<file path="config.mk">
export PLATFORM = sky130hd
export DESIGN_NAME = vga_vram_control_write_pixel
export DESIGN_NICKNAME = d
export VERILOG_FILES = /design/src/rtl/vga_vram_pkg.sv /design/src/rtl/vga_vram_write_cmd_fifo.sv /design/src/rtl/vga_vram_control_write_pixel.sv
export SDC_FILE = /design/constraint.sdc
export NUM_CORES = 1
export LEC_CHECK = 0
export ABC_AREA = 1
export CAP_MARGIN = 20
export CORE_ASPECT_RATIO = 1.5
export CORE_MARGIN = 2
export CORE_UTILIZATION = 65
export CTS_CLUSTER_DIAMETER = 120
export DETAILED_ROUTE_END_ITERATION = 10
export PLACE_DENSITY = 0.88
export SYNTH_ARGS = -nofsm -noshare
export SYNTH_HDL_FRONTEND = slang
export SYNTH_SLANG_ARGS = --single-unit
</file>
<file path="constraint.sdc">
create_clock -name iCLOCK -period 10.5 [get_ports iCLOCK]
set_input_delay 2.1 -clock iCLOCK [delete_from_list [all_inputs] [get_ports iCLOCK]]
set_output_delay 2.1 -clock iCLOCK [all_outputs]
set_load 0.005 [all_outputs]
</file>
<file path="src/rtl/vga_vram_pkg.sv">
// Shared VRAM definitions: visible pixel count, write command record, write FSM states.
// Also imported by the read-pixel controller for the pixel count.
package vga_vram_pkg;

  localparam logic [19:0] PL_VRAM_PIXEL_NUM = 20'h4B000;

  typedef struct packed {
    logic        fill;
    logic [19:0] addr;
    logic [15:0] data;
    logic [19:0] len;
  } write_cmd_t;

  typedef enum logic [1:0] {
    ST_IDLE,
    ST_LOAD,
    ST_WRITE,
    ST_GAP
  } write_state_t;

  // Number of words that fall inside the visible frame starting at addr.
  function automatic logic [19:0] clip_len(input logic [19:0] addr, input logic [19:0] len);
    logic [19:0] room;
    room = PL_VRAM_PIXEL_NUM - addr;
    if (addr >= PL_VRAM_PIXEL_NUM) clip_len = 20'd0;
    else if (len < room)           clip_len = len;
    else                           clip_len = room;
  endfunction

endpackage

</file>
<file path="src/rtl/vga_vram_write_cmd_fifo.sv">
// Purpose: synchronous FIFO of write commands with flush and registered full/empty.
// Latency: a pushed entry is poppable the cycle after the push.
// Backpressure: push ignored while full; pop ignored while empty; flush wins over both.
module vga_vram_write_cmd_fifo
  import vga_vram_pkg::*;
#(
  parameter int DEPTH   = 16,
  parameter int DEPTH_N = 4
) (
  input  logic               iCLOCK,
  input  logic               inRESET,
  input  logic               flush,
  input  logic               push,
  input  write_cmd_t         push_cmd,
  input  logic               pop,
  output write_cmd_t         pop_cmd,
  output logic               full,
  output logic               empty,
  output logic [DEPTH_N:0]   count
);

  localparam logic [DEPTH_N:0] FULL_CNT = (DEPTH_N+1)'(DEPTH);

  write_cmd_t         mem [DEPTH];
  logic [DEPTH_N-1:0] wr_ptr;
  logic [DEPTH_N-1:0] rd_ptr;
  logic [DEPTH_N:0]   count_nxt;
  logic               do_push;
  logic               do_pop;

  assign do_push = push && !full && !flush;
  assign do_pop  = pop && !empty && !flush;

  always_comb begin
    count_nxt = count;
    if (do_push && !do_pop)      count_nxt = count + 1'b1;
    else if (!do_push && do_pop) count_nxt = count - 1'b1;
  end

  always_ff @(posedge iCLOCK or negedge inRESET) begin
    if (!inRESET) begin
      wr_ptr <= '0;
      rd_ptr <= '0;
      count  <= '0;
      full   <= 1'b0;
      empty  <= 1'b1;
    end else if (flush) begin
      wr_ptr <= '0;
      rd_ptr <= '0;
      count  <= '0;
      full   <= 1'b0;
      empty  <= 1'b1;
    end else begin
      if (do_push) wr_ptr <= wr_ptr + 1'b1;
      if (do_pop)  rd_ptr <= rd_ptr + 1'b1;
      count <= count_nxt;
      full  <= (count_nxt == FULL_CNT);
      empty <= (count_nxt == '0);
    end
  end

  always_ff @(posedge iCLOCK) begin
    if (do_push) mem[wr_ptr] <= push_cmd;
  end

  assign pop_cmd = mem[rd_ptr];

endmodule

</file>
<file path="src/rtl/vga_vram_control_write_pixel.sv">
// Purpose: queue pixel/fill commands and issue clipped 16-bit VRAM writes in bursts of BLOCK_LEN.
// Latency: first write request 3 cycles after the command is accepted.
// Backpressure: oCMD_BUSY while the queue is full; iMEM_BUSY stalls the current write in place.
module vga_vram_control_write_pixel
  import vga_vram_pkg::*;
#(
  parameter int FIFO_DEPTH   = 16,
  parameter int FIFO_DEPTH_N = 4,
  parameter int BLOCK_LEN    = 8
) (
  input  logic        iCLOCK,
  input  logic        inRESET,
  input  logic        iRESET_SYNC,
  input  logic        iCMD_REQ,
  output logic        oCMD_BUSY,
  input  logic        iCMD_FILL,
  input  logic [19:0] iCMD_ADDR,
  input  logic [15:0] iCMD_DATA,
  input  logic [19:0] iCMD_LENGTH,
  output logic        oMEM_WRITESTATE,
  output logic        oMEM_REQ,
  output logic [19:0] oMEM_ADDR,
  output logic [15:0] oMEM_DATA,
  input  logic        iMEM_BUSY,
  output logic        oOP_DONE,
  output logic        oCMD_CLIP,
  output logic        oIDLE
);

  localparam logic [3:0] BLK_LAST = 4'(BLOCK_LEN - 1);

  write_state_t          state, state_nxt;
  write_cmd_t            push_cmd, head_cmd, ld_cmd;
  logic                  fifo_pop, fifo_full, fifo_empty;
  logic [FIFO_DEPTH_N:0] fifo_count;
  logic [19:0]           ld_len, ld_remain;
  logic [19:0]           cur_addr, cur_remain;
  logic [15:0]           cur_data;
  logic [3:0]            blk_cnt;
  logic                  mem_acc, done_q;

  assign push_cmd = '{fill: iCMD_FILL, addr: iCMD_ADDR, data: iCMD_DATA, len: iCMD_LENGTH};

  vga_vram_write_cmd_fifo #(
    .DEPTH   (FIFO_DEPTH),
    .DEPTH_N (FIFO_DEPTH_N)
  ) u_fifo (
    .iCLOCK   (iCLOCK),
    .inRESET  (inRESET),
    .flush    (iRESET_SYNC),
    .push     (iCMD_REQ),
    .push_cmd (push_cmd),
    .pop      (fifo_pop),
    .pop_cmd  (head_cmd),
    .full     (fifo_full),
    .empty    (fifo_empty),
    .count    (fifo_count)
  );

  // A single-pixel command always writes exactly one word.
  assign ld_len    = ld_cmd.fill ? ld_cmd.len : 20'd1;
  assign ld_remain = clip_len(ld_cmd.addr, ld_len);
  assign mem_acc   = (state == ST_WRITE) && !iMEM_BUSY;

  always_ff @(posedge iCLOCK or negedge inRESET) begin
    if (!inRESET)         state <= ST_IDLE;
    else if (iRESET_SYNC) state <= ST_IDLE;
    else                  state <= state_nxt;
  end

  always_comb begin
    state_nxt       = state;
    fifo_pop        = 1'b0;
    oMEM_REQ        = 1'b0;
    oMEM_WRITESTATE = 1'b0;
    oCMD_CLIP       = 1'b0;
    case (state)
      ST_IDLE: begin
        if (!fifo_empty) begin
          fifo_pop  = 1'b1;
          state_nxt = ST_LOAD;
        end
      end
      ST_LOAD: begin
        oCMD_CLIP = (ld_remain < ld_len);
        state_nxt = (ld_remain == 20'd0) ? ST_IDLE : ST_WRITE;
      end
      ST_WRITE: begin
        oMEM_REQ        = 1'b1;
        oMEM_WRITESTATE = 1'b1;
        if (mem_acc && ((cur_remain == 20'd1) || (blk_cnt == BLK_LAST))) state_nxt = ST_GAP;
      end
      ST_GAP: state_nxt = (cur_remain != 20'd0) ? ST_WRITE : ST_IDLE;
      default: state_nxt = ST_IDLE;
    endcase
  end

  always_ff @(posedge iCLOCK or negedge inRESET) begin
    if (!inRESET) begin
      ld_cmd     <= '0;
      cur_addr   <= '0;
      cur_data   <= '0;
      cur_remain <= '0;
      blk_cnt    <= '0;
      done_q     <= 1'b0;
    end else if (iRESET_SYNC) begin
      ld_cmd     <= '0;
      cur_addr   <= '0;
      cur_data   <= '0;
      cur_remain <= '0;
      blk_cnt    <= '0;
      done_q     <= 1'b0;
    end else begin
      done_q <= 1'b0;
      if (fifo_pop) ld_cmd <= head_cmd;
      case (state)
        ST_LOAD: begin
          cur_addr   <= ld_cmd.addr;
          cur_data   <= ld_cmd.data;
          cur_remain <= ld_remain;
          blk_cnt    <= 4'd0;
          done_q     <= (ld_remain == 20'd0);
        end
        ST_WRITE: begin
          if (mem_acc) begin
            cur_addr   <= cur_addr + 20'd1;
            cur_remain <= cur_remain - 20'd1;
            blk_cnt    <= blk_cnt + 4'd1;
            done_q     <= (cur_remain == 20'd1);
          end
        end
        ST_GAP:  blk_cnt <= 4'd0;
        default: ;
      endcase
    end
  end

  assign oMEM_ADDR = cur_addr;
  assign oMEM_DATA = cur_data;
  assign oOP_DONE  = done_q;
  assign oCMD_BUSY = fifo_full;
  assign oIDLE     = (state == ST_IDLE) && (fifo_count == '0);

endmodule

</file>
* After elaboration in Yosys (flattened, before gate mapping)
Memory sizes are Yosys's and may differ from the RTL's.
Index checks and enable logic that the tools add are counted.
** Word-level totals
- Flip-flop bits (word level) :: 135
- Memory bits (writable) :: 912
- Bits of input ports :: 62
- Logic and storage cells :: 107
- Memories :: 1
** Memory list
- u_fifo.mem :: depth 16, width 57, read ports 1, clocked after memory_dff 0, write ports 1, RTL line vga_vram_write_cmd_fifo.sv:24 : write_cmd_t mem [DEPTH];
** Operators by class
- $add $sub $neg :: 8
- Magnitude comparators :: 3
- Equal/unequal tests :: 9
- Multiplexer cells :: 40
- Reduce and logical (&&, ||, !) cells :: 31
** Operators with widths (count)
- $mux 20 :: 7
- $mux 57 :: 2
- $pmux 20 s2 :: 2
- $lt 20x20->1 :: 2
- $mux 16 :: 2
- $mux 4 :: 6
- $add 20x1->20 const B :: 1
- $eq 20x1->1 const B :: 1
- $ge 20x19->1 const B :: 1
- $logic_not 20->1 :: 1
- $reduce_bool 20->1 :: 1
- $sub 19x20->20 const A :: 1
- $sub 20x1->20 const B :: 1
- $mux 5 :: 3
- $add 4x1->4 const B :: 3
- $logic_not 5->1 :: 2
- $mux 1 :: 10
- $mux 2 :: 5
- $logic_and 1x1->1 :: 9
- $pmux 2 s4 :: 1
- $pmux 4 s2 :: 1
- $reduce_bool 2->1 :: 4
- $logic_not 1->1 :: 6
- $ne 3x3->1 const B :: 2
- other kinds (13) :: 17

* Logic depth before layout (Yosys ltp)
- Depth after elaboration :: 9
- Mapped depth :: 32
- Depth with buffers taken out :: 31

* Hierarchy
Synthesis repeated with hierarchy kept, for this count alone.
** Unflattened totals
- Cell total of the unflattened synthesis :: 3932
- Area total of the unflattened synthesis :: 44833.0 µm²
** Modules (own cells, without submodules)
- vga_vram_write_cmd_fifo :: times used 1, cells an instance 2892, area each 37035.5 µm²
- vga_vram_control_write_pixel :: times used 1, cells an instance 1040, area each 7797.5 µm²

* Least setup slack after synthesis
OpenSTA, ideal clock, no wires.
- Path kind :: input -> register
- From :: in iCMD_REQ
- To :: mem u_fifo.mem[1][0] in the netlist's numbering, enable pin
- Library setup time :: 0.542 ns
- Data arrival time :: 6.421 ns
- Data required time :: 9.958 ns
- Setup slack :: 3.536 ns
- Stages :: 6
- Path buffers :: 0
- Cells stage by stage :: inv_1 -> nor2_1 -> inv_1 -> nor2_2 -> inv_2 -> nor3_1
** On the way
- Cells in the longest elaborated chain, start to end :: 4
** RTL lines
- from (decl) :: RTL line vga_vram_control_write_pixel.sv:14 : input logic iCMD_REQ,
- $logic_and 1x1->1 (2 in series) :: RTL line vga_vram_write_cmd_fifo.sv:31 : assign do_push = push && !full && !flush;
- $mux 1 :: RTL line vga_vram_write_cmd_fifo.sv:63 : if (do_push) mem[wr_ptr] <= push_cmd;
- $mux 1 (not written as such) :: RTL line vga_vram_write_cmd_fifo.sv:63
- to (decl) :: RTL line vga_vram_write_cmd_fifo.sv:24
Every way passes these cells.

* Final worst setup path
- From :: reg ld_cmd[46] in the netlist's numbering
- To :: out oCMD_CLIP
** On the way
- Cells in the longest elaborated chain, start to end :: 6
- Elaborated cells on any way between the ends :: 7
** RTL lines
- from (decl) :: RTL line vga_vram_control_write_pixel.sv:33 : write_cmd_t push_cmd, head_cmd, ld_cmd;
- from (signal assigned) :: RTL line vga_vram_control_write_pixel.sv:115 : if (fifo_pop) ld_cmd <= head_cmd;
- $sub 19x20->20 :: RTL line vga_vram_pkg.sv:24 : room = PL_VRAM_PIXEL_NUM - addr;
- $lt 20x20->1 :: RTL line vga_vram_pkg.sv:26 : else if (len < room) clip_len = len;
- $mux 20 :: RTL line vga_vram_pkg.sv:26
- $mux 20 (*) :: RTL line vga_vram_pkg.sv:25 : if (addr >= PL_VRAM_PIXEL_NUM) clip_len = 20'd0;
- $lt 20x20->1 (*) :: RTL line vga_vram_control_write_pixel.sv:85 : oCMD_CLIP = (ld_remain < ld_len);
- $mux 1 (*) :: RTL line vga_vram_control_write_pixel.sv:77 : case (state)
- to (decl) :: RTL line vga_vram_control_write_pixel.sv:26 : output logic oCMD_CLIP,
Mark *: on every way between the ends. The rest lies on a longest branch, timed or not.

==> impl_metrics.env <==
export IMPL_rows=116
export IMPL_worstPathArrival_ns=5.66
export IMPL_fp_dieH_um=321
export IMPL_die_w_um=216
export IMPL_rr_worst_depth=8
export IMPL_yosysSeqAreaShare_pct=70.5
export IMPL_tightest_slew_ns=1.08
export IMPL_slowest_stage="clkdlybuf4s50_1"
export IMPL_via_per_inst=6.77
export IMPL_holdPathStages=1
export IMPL_grt_pass1_vias=30376
export IMPL_syn_nets=3773
export IMPL_max_freq_mhz=129
export IMPL_hpwlAfterDp_um=64000
export IMPL_io_pins=104
export IMPL_num_vias=31301
export IMPL_period_share_pct=73.9
export IMPL_path_class="reg2out"
export IMPL_p_per_area_nw_per_um2=239
export IMPL_critPathMaxStageDelay_ns=0.51
export IMPL_power_total_w=0.0115
export IMPL_hold_viol=0
export IMPL_rsz0062_at_grt="no"
export IMPL_cap_violations=0
export IMPL_dieArea_um2=69200
export IMPL_drv_slew=0
export IMPL_synth_area_um2=43600
export IMPL_cts_buffers=87
export IMPL_place_congestion=1.01
export IMPL_cp_max_fo=21
export IMPL_avgSynthCellArea_um2=11.9
export IMPL_numClockSinks=1047
export IMPL_cp_end_kind="output port"
export IMPL_path_common_cell="nand2_1"
export IMPL_final_setup_tns_ns=0
export IMPL_firstDrtPassIters=8
export IMPL_peakVddDrop_mv=0.184
export IMPL_antenna_found_initial=6
export IMPL_cts_hold_buffers=0
export IMPL_critPathBufInv=5
export IMPL_gr_usage_all_layers_pct=34.4
export IMPL_crit_required_ns=8.40
export IMPL_root_buffer="clkbuf_16"
export IMPL_wl_um=120000
export IMPL_core_um2=66600
export IMPL_final_core_util_pct=72.3
export IMPL_rrSetupSlack_ns=5.81
export IMPL_area_growth_pct=10.5
export IMPL_cts_resized=0
export IMPL_yosysWarnings=0
export IMPL_leakage_nw=17.0
export IMPL_hp_class="reg2reg"
export IMPL_drcViolationCount=0
export IMPL_ys_async_sr_fraction_pct=12.9
export IMPL_synthFlopType="edfxtp_1"
export IMPL_yosys_register_bits=1047
export IMPL_status="finished, final reports clean"
export IMPL_fin_skew_ns=0.0432
export IMPL_gr_total_overflow=0
export IMPL_start_util_pct=65.5
export IMPL_fillers=3912
export IMPL_grt_pass1_wl_um=179000
export IMPL_cts_tree="built"
export IMPL_drtAntennaViolNets=0
export IMPL_syn_inst=3656
export IMPL_port_buffers=103
export IMPL_setup_viol=0
export IMPL_path_clk_slew_ns=0.07
export IMPL_crit_cells=28
export IMPL_nets=3784
export IMPL_clock_path_buffers=3
export IMPL_first_iter_violations=5626
export IMPL_wl_per_cell_um=26.0
export IMPL_crit_family="simple AND/OR/NAND/NOR gates"
export IMPL_drive_gt1_share_pct=6.27
export IMPL_clock_latency_ns=0.68
export IMPL_grt_max_degree=201
export IMPL_htreeDepth=3
export IMPL_yosysUniqueCellTypes=45
export IMPL_timing_slew_headroom_pct=27.7
export IMPL_crit_path_start_kind="flop"
export IMPL_cts_setup_buffers=0
export IMPL_fin_crit_ns=7.76
export IMPL_synth_edff_count=912
## layout make-up
class / count / area (µm²) / share of cell area, %
diodes: 4 / 10.0 / 0.0208
clock buffers: 109 / 2350 / 4.88
clock inverters: 47 / 407 / 0.844
inverters: 178 / 681 / 1.41
multi-input cells: 2198 / 11300 / 23.6
flip-flops and latches: 1047 / 30800 / 63.9
well taps: 885 / 1110 / 2.30
repair buffers: 155 / 1510 / 3.13
## power breakdown
part	internal, W	total, W	switching (W)
Sequential	0.00472	0.00497	0.000245
Combinational	0.000977	0.00335	0.00238
Clock	0.00172	0.00319	0.00147
Total	0.00742	0.0115	0.00409
## sequential cells by signal, indices dropped and copies added, names as in the netlist
name	count
u_fifo.rd_ptr	4
oMEM_DATA	16
blk_cnt	4
u_fifo.mem	912
oMEM_ADDR	20
u_fifo.full	1
u_fifo.empty	1
u_fifo.wr_ptr	4
ld_cmd	57
u_fifo.count	5
cur_remain	20
oOP_DONE	1
state	2
## cell usage after synthesis (2+ instances only)
cell	number	area share, %
xor2_1	34	0.68
clkbuf_1	189	1.6
o21ai_1	33	0.38
nor2_1	589	5.1
inv_2	7	0.060
a21oi_1	74	0.85
nor2_2	11	0.16
a32o_1	19	0.44
a21oi_2	2	0.040
buf_4	4	0.069
buf_1	11	0.095
edfxtp_1	912	63
o221ai_1	85	1.7
or2_2	3	0.043
o211ai_1	17	0.29
nand3_1	87	1.0
buf_2	27	0.31
inv_1	167	1.4
nor4_1	6	0.086
nand2_1	284	2.4
a31oi_1	8	0.11
buf_6	2	0.052
ha_1	55	1.6
clkinv_1	4	0.034
o22ai_1	157	2.3
nor3_1	29	0.33
nand4_1	15	0.22
nor2_4	2	0.052
a211oi_1	3	0.052
dfrtp_1	134	7.7
o21ai_0	667	7.7
nand2_2	4	0.057
nand3_2	3	0.069
## final timing paths
check | from | endpoint
max | ld_cmd[46] | oCMD_CLIP
min | cur_remain[5] | cur_remain[5]
max reg2reg | u_fifo.rd_ptr[1] | ld_cmd[54]
min reg2reg | cur_remain[5] | cur_remain[5]
max in group asynchronous | inRESET | u_fifo.rd_ptr[3]
min in group asynchronous | inRESET | u_fifo.count[2]
## per-layer routing
metal	vias up	track usage (%)	part of all wire [%]
met5	-	0	0.0091
met4	2	21.5	6.3
met3	476	5.98	12
met2	2533	56.2	49
met1	14961	43.3	33
li1	13329	-	-
## cell families (layout without fill, tap and decap cells)
kind of cell / Yosys count / in the layout / share of synthesized area, %
simple gates: 1039 / 1039 / 9.66
buf+inv: 411 / 489 / 3.68
flops: 1047 / 1047 / 70.5
compound gates: 1070 / 1070 / 13.9
xor+xnor: 34 / 34 / 0.683
other cells: 0 / 4 / 0
fa+ha+maj: 55 / 55 / 1.58
## through the flow
step | hold WS, ns | std cells | setup WS [ns] | instance area (µm²)
5_1_grt | 0.543 | 4622 | 2.31 | 48200
3_3_place_gp | 0.498 | 4460 | 3.40 | 45300
6_report | 0.516 | 4623 | 2.74 | 48200
3_5_place_dp | 0.502 | 4461 | 3.35 | 45400
2_1_floorplan | 0.476 | 3656 | 3.54 | 43600
4_1_cts | 0.522 | 4617 | 2.62 | 48100
## cells in the final DEF (no fill, tap or decap), drive strengths merged
cell type      Yosys  final
clkinvlp           0      2
buf               44     53
a31oi              8      8
nand2            289    289
a21oi             76     76
a311oi             1      1
clkdlybuf4s50      0    102
o21ai            700    700
nor2             602    602
a21o               1      1
xor2              34     34
inv              174    182
o311ai             1      1
nand4             15     15
nor3              30     30
o22ai            157    157
and3               1      1
o221ai            85     85
a32o              19     19
bufinv             0      5
or2                3      3
clkbuf           189    109
a211oi             3      3
nand3             91     91
nor3b              1      1
dfrtp            134    134
dfstp              1      1
clkinv             4     36
o211ai            17     17
ha                55     55
nor4               6      6
edfxtp           912    912
diode              0      4
nand3b             1      1
o21bai             1      1
o41ai              1      1
Note: power is estimated with default switching activity, not from simulation.
